$ cat config.mk
export PLATFORM = sky130hd
export DESIGN_NAME = stream_width_upsizer
export DESIGN_NICKNAME = d
export VERILOG_FILES = /design/src/rtl/stream_width_upsizer.sv
export SDC_FILE = /design/constraint.sdc
export NUM_CORES = 1
export LEC_CHECK = 0
export CAP_MARGIN = 20
export CORE_MARGIN = 2
export CORE_UTILIZATION = 53
export DETAILED_ROUTE_END_ITERATION = 12
export PLACE_DENSITY_LB_ADDON = 0.1
export SLEW_MARGIN = 10
export SYNTH_ARGS = -nofsm -noshare
export SYNTH_HDL_FRONTEND = slang
export SYNTH_SLANG_ARGS = --single-unit
$ cat constraint.sdc
create_clock -name clk -period 2 [get_ports clk]
set_clock_uncertainty 0.2 [all_clocks]
set_input_delay 0.4 -clock clk [delete_from_list [all_inputs] [get_ports clk]]
set_output_delay 0.4 -clock clk [all_outputs]
set_load 0.05 [all_outputs]
$ cat src/rtl/stream_width_upsizer.sv
`default_nettype none
// ============================================================================
//  Module      : stream_width_upsizer
//  Description : Packs a narrow valid/ready beat stream into wide words,
//                little-endian by lane, with a per-lane keep mask and a
//                packet-end flag. A beat carrying i_last closes the word
//                early (partial word, unfilled lanes zero). Sustains one
//                input beat per cycle while downstream is ready.
//  Ports       : clk, reset    - clock, synchronous active-high reset
//                i_valid/i_data/i_last/i_ready - upstream beat handshake
//                o_valid/o_data/o_keep/o_last/o_ready - downstream word
//  Revision    : 1.0 - initial release
// ============================================================================
module stream_width_upsizer #(
    parameter int IN_WIDTH  = 8,
    parameter int OUT_WIDTH = 32
) (
    input  logic                               clk,
    input  logic                               reset,
    input  logic                               i_valid,
    input  logic [IN_WIDTH-1:0]                i_data,
    input  logic                               i_last,
    output logic                               i_ready,
    output logic                               o_valid,
    output logic [OUT_WIDTH-1:0]               o_data,
    output logic [OUT_WIDTH/IN_WIDTH-1:0]      o_keep,
    output logic                               o_last,
    input  logic                               o_ready
);

    localparam int RATIO = OUT_WIDTH / IN_WIDTH;
    localparam int CNT_W = (RATIO > 1) ? $clog2(RATIO) : 1;
    localparam logic [CNT_W-1:0] c_last_lane = CNT_W'(RATIO - 1);

    // Packing state for the word under construction
    logic [CNT_W-1:0]     r_cnt;
    logic [OUT_WIDTH-1:0] r_pack;
    logic [RATIO-1:0]     r_pkeep;

    // Registered output word
    logic                 r_valid;
    logic [OUT_WIDTH-1:0] r_data;
    logic [RATIO-1:0]     r_keep;
    logic                 r_last;

    logic                 w_ready;
    logic                 w_accept;
    logic                 w_complete;
    logic [OUT_WIDTH-1:0] w_merged_data;
    logic [RATIO-1:0]     w_merged_keep;

    // Ready only depends on the output register being free or draining,
    // so a completing beat can replace a word leaving on the same edge.
    assign w_ready    = !r_valid || o_ready;
    assign w_accept   = i_valid && w_ready;
    assign w_complete = (r_cnt == c_last_lane) || i_last;

    // Pack register with the incoming beat dropped into the current lane
    for (genvar g = 0; g < RATIO; g++) begin : g_lane
        assign w_merged_data[g*IN_WIDTH +: IN_WIDTH] =
            (r_cnt == CNT_W'(g)) ? i_data : r_pack[g*IN_WIDTH +: IN_WIDTH];
        assign w_merged_keep[g] = (r_cnt == CNT_W'(g)) || r_pkeep[g];
    end

    always_ff @(posedge clk) begin
        if (reset) begin
            r_cnt   <= '0;
            r_pack  <= '0;
            r_pkeep <= '0;
            r_valid <= 1'b0;
            r_data  <= '0;
            r_keep  <= '0;
            r_last  <= 1'b0;
        end else begin
            // Drain first; a completion on the same edge overrides it below
            if (r_valid && o_ready) begin
                r_valid <= 1'b0;
            end
            if (w_accept) begin
                if (w_complete) begin
                    r_valid <= 1'b1;
                    r_data  <= w_merged_data;
                    r_keep  <= w_merged_keep;
                    r_last  <= i_last;
                    r_cnt   <= '0;
                    r_pack  <= '0;
                    r_pkeep <= '0;
                end else begin
                    r_pack  <= w_merged_data;
                    r_pkeep <= w_merged_keep;
                    r_cnt   <= r_cnt + CNT_W'(1);
                end
            end
        end
    end

    assign i_ready = w_ready;
    assign o_valid = r_valid;
    assign o_data  = r_data;
    assign o_keep  = r_keep;
    assign o_last  = r_last;

endmodule
`default_nettype wire

Word-level counts from Yosys, hierarchy flattened
Index checks and enable logic that the tools add are counted.
{"block": "word_totals", "out_inout_bits": 39, "ff_bits": 76, "in_bits": 13, "elab_cells": 32}
{"block": "op_classes", "reduce_logical": 11, "mux": 10, "n_addsub": 1, "eq_ne": 3}
{"operator": "32-bit two-way mux", "count": 1}
{"operator": "8-bit two-way mux", "count": 4}
{"operator": "1-bit logical OR", "count": 6}
{"operator": "2-bit equality test, second input constant", "count": 2}
{"operator": "4-bit two-way mux", "count": 1}
{"operator": "1-bit two-way mux", "count": 3}
{"operator": "2-bit by 1-bit adder with 2-bit output, second input constant", "count": 1}
{"operator": "2-bit by 1-bit equality test with 1-bit output, second input constant", "count": 1}
{"operator": "1-bit logical AND", "count": 2}
{"operator": "2-bit logical NOT", "count": 1}
{"operator": "2-bit two-way mux", "count": 1}
{"operator": "2-bit AND reduction", "count": 1}
{"operator": "1-bit logical NOT", "count": 1}

Depth between registers and ports, before layout
{"block": "depth", "ltp_word": 4, "depth_mapped": 7, "depth_no_buf": 5}

Worst setup path before layout
Ideal clock, no wire load.
{"block": "synth_path", "path_kind": "register to register", "startpoint": "reg r_valid (netlist: o_valid)", "endpoint": "reg r_data[30] (netlist: o_data[30])", "path_buffers": 2, "setup_time_ns": 0.142, "required_ns": 1.658, "slack_ns": 0.119, "period_less_slack_ns": 1.881, "arrival_time_ns": 1.539, "path_stages_with_launch": 7, "path_cell_list": "dfxtp_1 > nor2b_1 > buf_6 > inv_6 > buf_2 > a31oi_1 > a211oi_2"}
{"block": "synth_between", "elab_chain_len": 4}
{"element": "from (decl)", "line": "41", "rtl": "logic r_valid;"}
{"element": "from (signal assigned)", "line": "70", "rtl": "r_valid <= 1'b0;"}
{"element": "from (signal assigned)", "line": "77", "rtl": "r_valid <= 1'b0;"}
{"element": "from (signal assigned)", "line": "81", "rtl": "r_valid <= 1'b1;"}
{"element": "1-bit logical NOT", "line": "54", "rtl": "assign w_ready = !r_valid || o_ready;"}
{"element": "1-bit logical OR", "line": "54"}
{"element": "via i_ready", "line": "23", "rtl": "output logic i_ready,"}
{"element": "1-bit logical AND", "line": "55", "rtl": "assign w_accept = i_valid && w_ready;"}
{"element": "2-bit AND reduction (no source line)"}
{"element": "to (signal assigned)", "line": "82", "rtl": "r_data <= w_merged_data;"}
{"element": "to (decl)", "line": "42", "rtl": "logic [OUT_WIDTH-1:0] r_data;"}
The timed path passes the listed nets, and every way through them passes these cells.
A chain may end at the register's enable or synchronous reset.

Worst setup path after layout
{"block": "layout_path", "startpoint": "in o_ready", "endpoint": "out i_ready"}
{"block": "layout_between", "elab_chain_len": 1}
{"element": "from (decl)", "line": "28", "rtl": "input logic o_ready"}
{"element": "1-bit logical OR", "line": "54"}
{"element": "to (decl)", "line": "23"}
No other way between the ends.

==> out/metrics.cfg <==
[clocking]
cts_hold_buf=0
path_clk_slew_ns=0.08
htreeDepth=3
cts_tree=yes
clk_path_buf_depth=2
root_buffer=clkbuf_8
clk_latency_ns=0.35
cts.sinks=76
numCtsBuffers=9

[floorplanning]
die_w_um=84.1
design.portCount=52
rows=29
dieArea_mm2=0.00707
initial_core_util_pct=54.2
coreArea_mm2=0.00628
die_y_um=84.1

[worst_setup_path]
end_kind=output port
worstSetupPathType=input pin to output port
r2r_slack_ns=0.22
path_buf_inv=3
crit_chain=clkdlybuf4s50_1 -> nor2b_4 -> inv_6 -> buf_4
cpLargestDelayFamily=buffers and inverters
critPathLaunchType=input pin
r2r_end=o_data[22]$_SDFFE_PP0P_
r2r_cells=6
cp_slowest_cell=clkdlybuf4s50_1
crit_arrival_ns=1.33
slowest_delay_ns=0.50
r2r_start=r_cnt[1]$_SDFFE_PP0N_
cp.required_ns=1.40
path_max_fanout=14

[global_route]
grt_pass1_vias=2601
track_usage_pct=24.3
grt-ovfl-total=0
antenna_found_initial=0
grt_first_pass_wirelength_mm=13.5
grt_max_degree=40

[detailed_routing]
wl_per_cell_um=17.9
drc=0
viasPerCell=5.95
firstDrtPassIters=4
via_count=2714
drt-total-wl_mm=8.15
ant_nets=0
first_iter_violations=161

[power_and_ir_drop]
p_per_area_mw_per_mm2=873
clock_power_share_pct=36.4
combPwrFrac_pct=18.4
p_leak_uw=0.00149
ir_drop_uv=648
p_int_uw=2540
power_frac_seq_pct=45.3
p_sw_share_pct=28.7
p_sw_uw=1020

[run_status]
status=completed

[place]
dp_hpwl_mm=5.42
io_buffers=51
dp_cells=439
dpl-instance-area_mm2=0.00385
gp_congestion=0.822

[cells_and_area]
drive_above_1_share_pct=26.1
layout_common_cells=76 x dfxtp_1, 56 x buf_4, 39 x a31oi_1
antenna_cells=0
fin_nets=391
fin_cells=456
synthToLayoutAreaGrowth_pct=20.0
final_common_cell=dfxtp_1
final_util_pct=65.0
fin_area_mm2=0.00408
fillers=548

[run]
max_cap_viol_count=0

[sta]
fin_crit_ns=1.93
hold_viol=0
fin_crit_sh_pct=96.3
rsz0062_at_grt=false
tightest_slew_ns=0.402
setup_violations=0
maxSlewHeadroom_pct=73.2
slew_violations=0
fmax_mhz=519
holdWs_ns=0.242

[min_path]
holdPathEnd=r_cnt[1]$_SDFFE_PP0N_
hp-start=i_valid
min_path_cells=3
hp-class=input pin to register

[synth]
synthDominantCellAreaShare_pct=44.8
syn_area_mm2=0.00340
synth.avg_cell_area_um2=10.6
yosys.area.top_type=dfxtp_1
ys_seq_area_share_pct=44.8
ys_types=34
synthCells=321
synth_nets=338
synth-seq-cells=76
ys_top_cells_by_area=dfxtp_1 45%, mux2i_1 9.4%, a31oi_1 7.2%
ys_warn_count=0

-- cell families (layout without fill, tap and decap cells) --
family | after synthesis | in the layout | share of synthesized area (%)
AND/OR/NAND/NOR | 41 | 41 | 8.13
adder cells (fa/ha/maj) | 4 | 4 | 1.47
AO/OA/AOI/OAI | 107 | 107 | 24.1
multiplexers | 32 | 32 | 9.42
flip-flops | 76 | 76 | 44.8
buffers and inverters | 61 | 119 | 12.1
-- synth_stat cells --
cell           instances
dfxtp_1               76
a31oi_1               39
mux2i_1               32
a211oi_1              29
inv_1                 27
o32ai_1               24
and2_1                 9
nand2b_1               8
a211oi_2               7
buf_2                  7
clkbuf_1               7
nor3_1                 7
clkbuf_8               6
a21oi_1                4
buf_12                 4
buf_6                  4
ha_1                   4
nor2_1                 4
nor3_2                 4
nand4_2                3
buf_4                  2
nand3_1                2
a31oi_4                1
buf_1                  1
dlygate4sd1_1          1
inv_2                  1
inv_6                  1
nand4_1                1
nor2_4                 1
nor2b_1                1
o21a_1                 1
o21ai_0                1
o31ai_1                1
or2_4                  1
-- worst max path at each step --
stage / start / to / slack (ns) / cells after the start
final: o_ready / i_ready / 0.07 / 4
after global routing: o_ready / i_ready / 0.04 / 4
after CTS: o_ready / i_ready / 0.07 / 4
after detailed placement: o_ready / r_pack[16]$_SDFFE_PP0N_ / -0.29 / 6
after global placement: o_ready / i_ready / -0.25 / 4
after floorplan: o_valid$_SDFF_PP0_ / o_data[30]$_SDFFE_PP0P_ / 0.12 / 6
-- repair_timing --
item,in CTS,in global routing
gates resized for setup,2,0
buffers inserted,1,0
endpoints found under the setup margin,1,0
-- sequential cells by signal, summed over array words and instances, names as in the netlist --
register,flops
o_data,32
r_pack,32
o_keep,4
r_pkeep,4
r_cnt,2
o_last,1
o_valid,1
-- stage by stage --
stage	power, uW	setup slack [ns]	setup TNS, ns
after floorplan	2110	0.119	0
after global placement	2290	-0.252	-13.67
after detailed placement	2300	-0.293	-16.63
after CTS	3570	0.0738	0
after global routing	3690	0.0440	0
final	3560	0.0740	0
-- tightest hold or removal path, cell delays in order --
cell	delay, ns
buf_2	0.17
nand4_1	0.11
a21oi_1	0.06
-- cell type report --
class | instances | area, um^2 | share of cell area, %
repair buffers | 74 | 651 | 15.9
well taps | 77 | 96.3 | 2.36
clock buffers | 11 | 141 | 3.47
flip-flops and latches | 76 | 1520 | 37.3
clock inverters | 5 | 75.1 | 1.84
inverters | 29 | 114 | 2.79
multi-input cells | 184 | 1480 | 36.3
-- power groups by stage --
stage	combinational (uW)	clock [uW]	sequential, uW
floorplan	288	0	1820
global placement	643	0	1640
detailed placement	652	0	1650
CTS	656	1310	1610
global route	692	1380	1620
finish	654	1300	1610
-- per-layer routing --
layer	GRT usage [%]	vias to the layer above	share of wire [%]	wire, um
met5	0	-	0	0
met1	33.9	1312	48	3890
met2	36.8	68	46	3790
met4	9.82	0	1.9	152
li1	-	1321	-	-
met3	4.75	13	3.9	320
No activity file was read; power rests on OpenSTA's default activity.
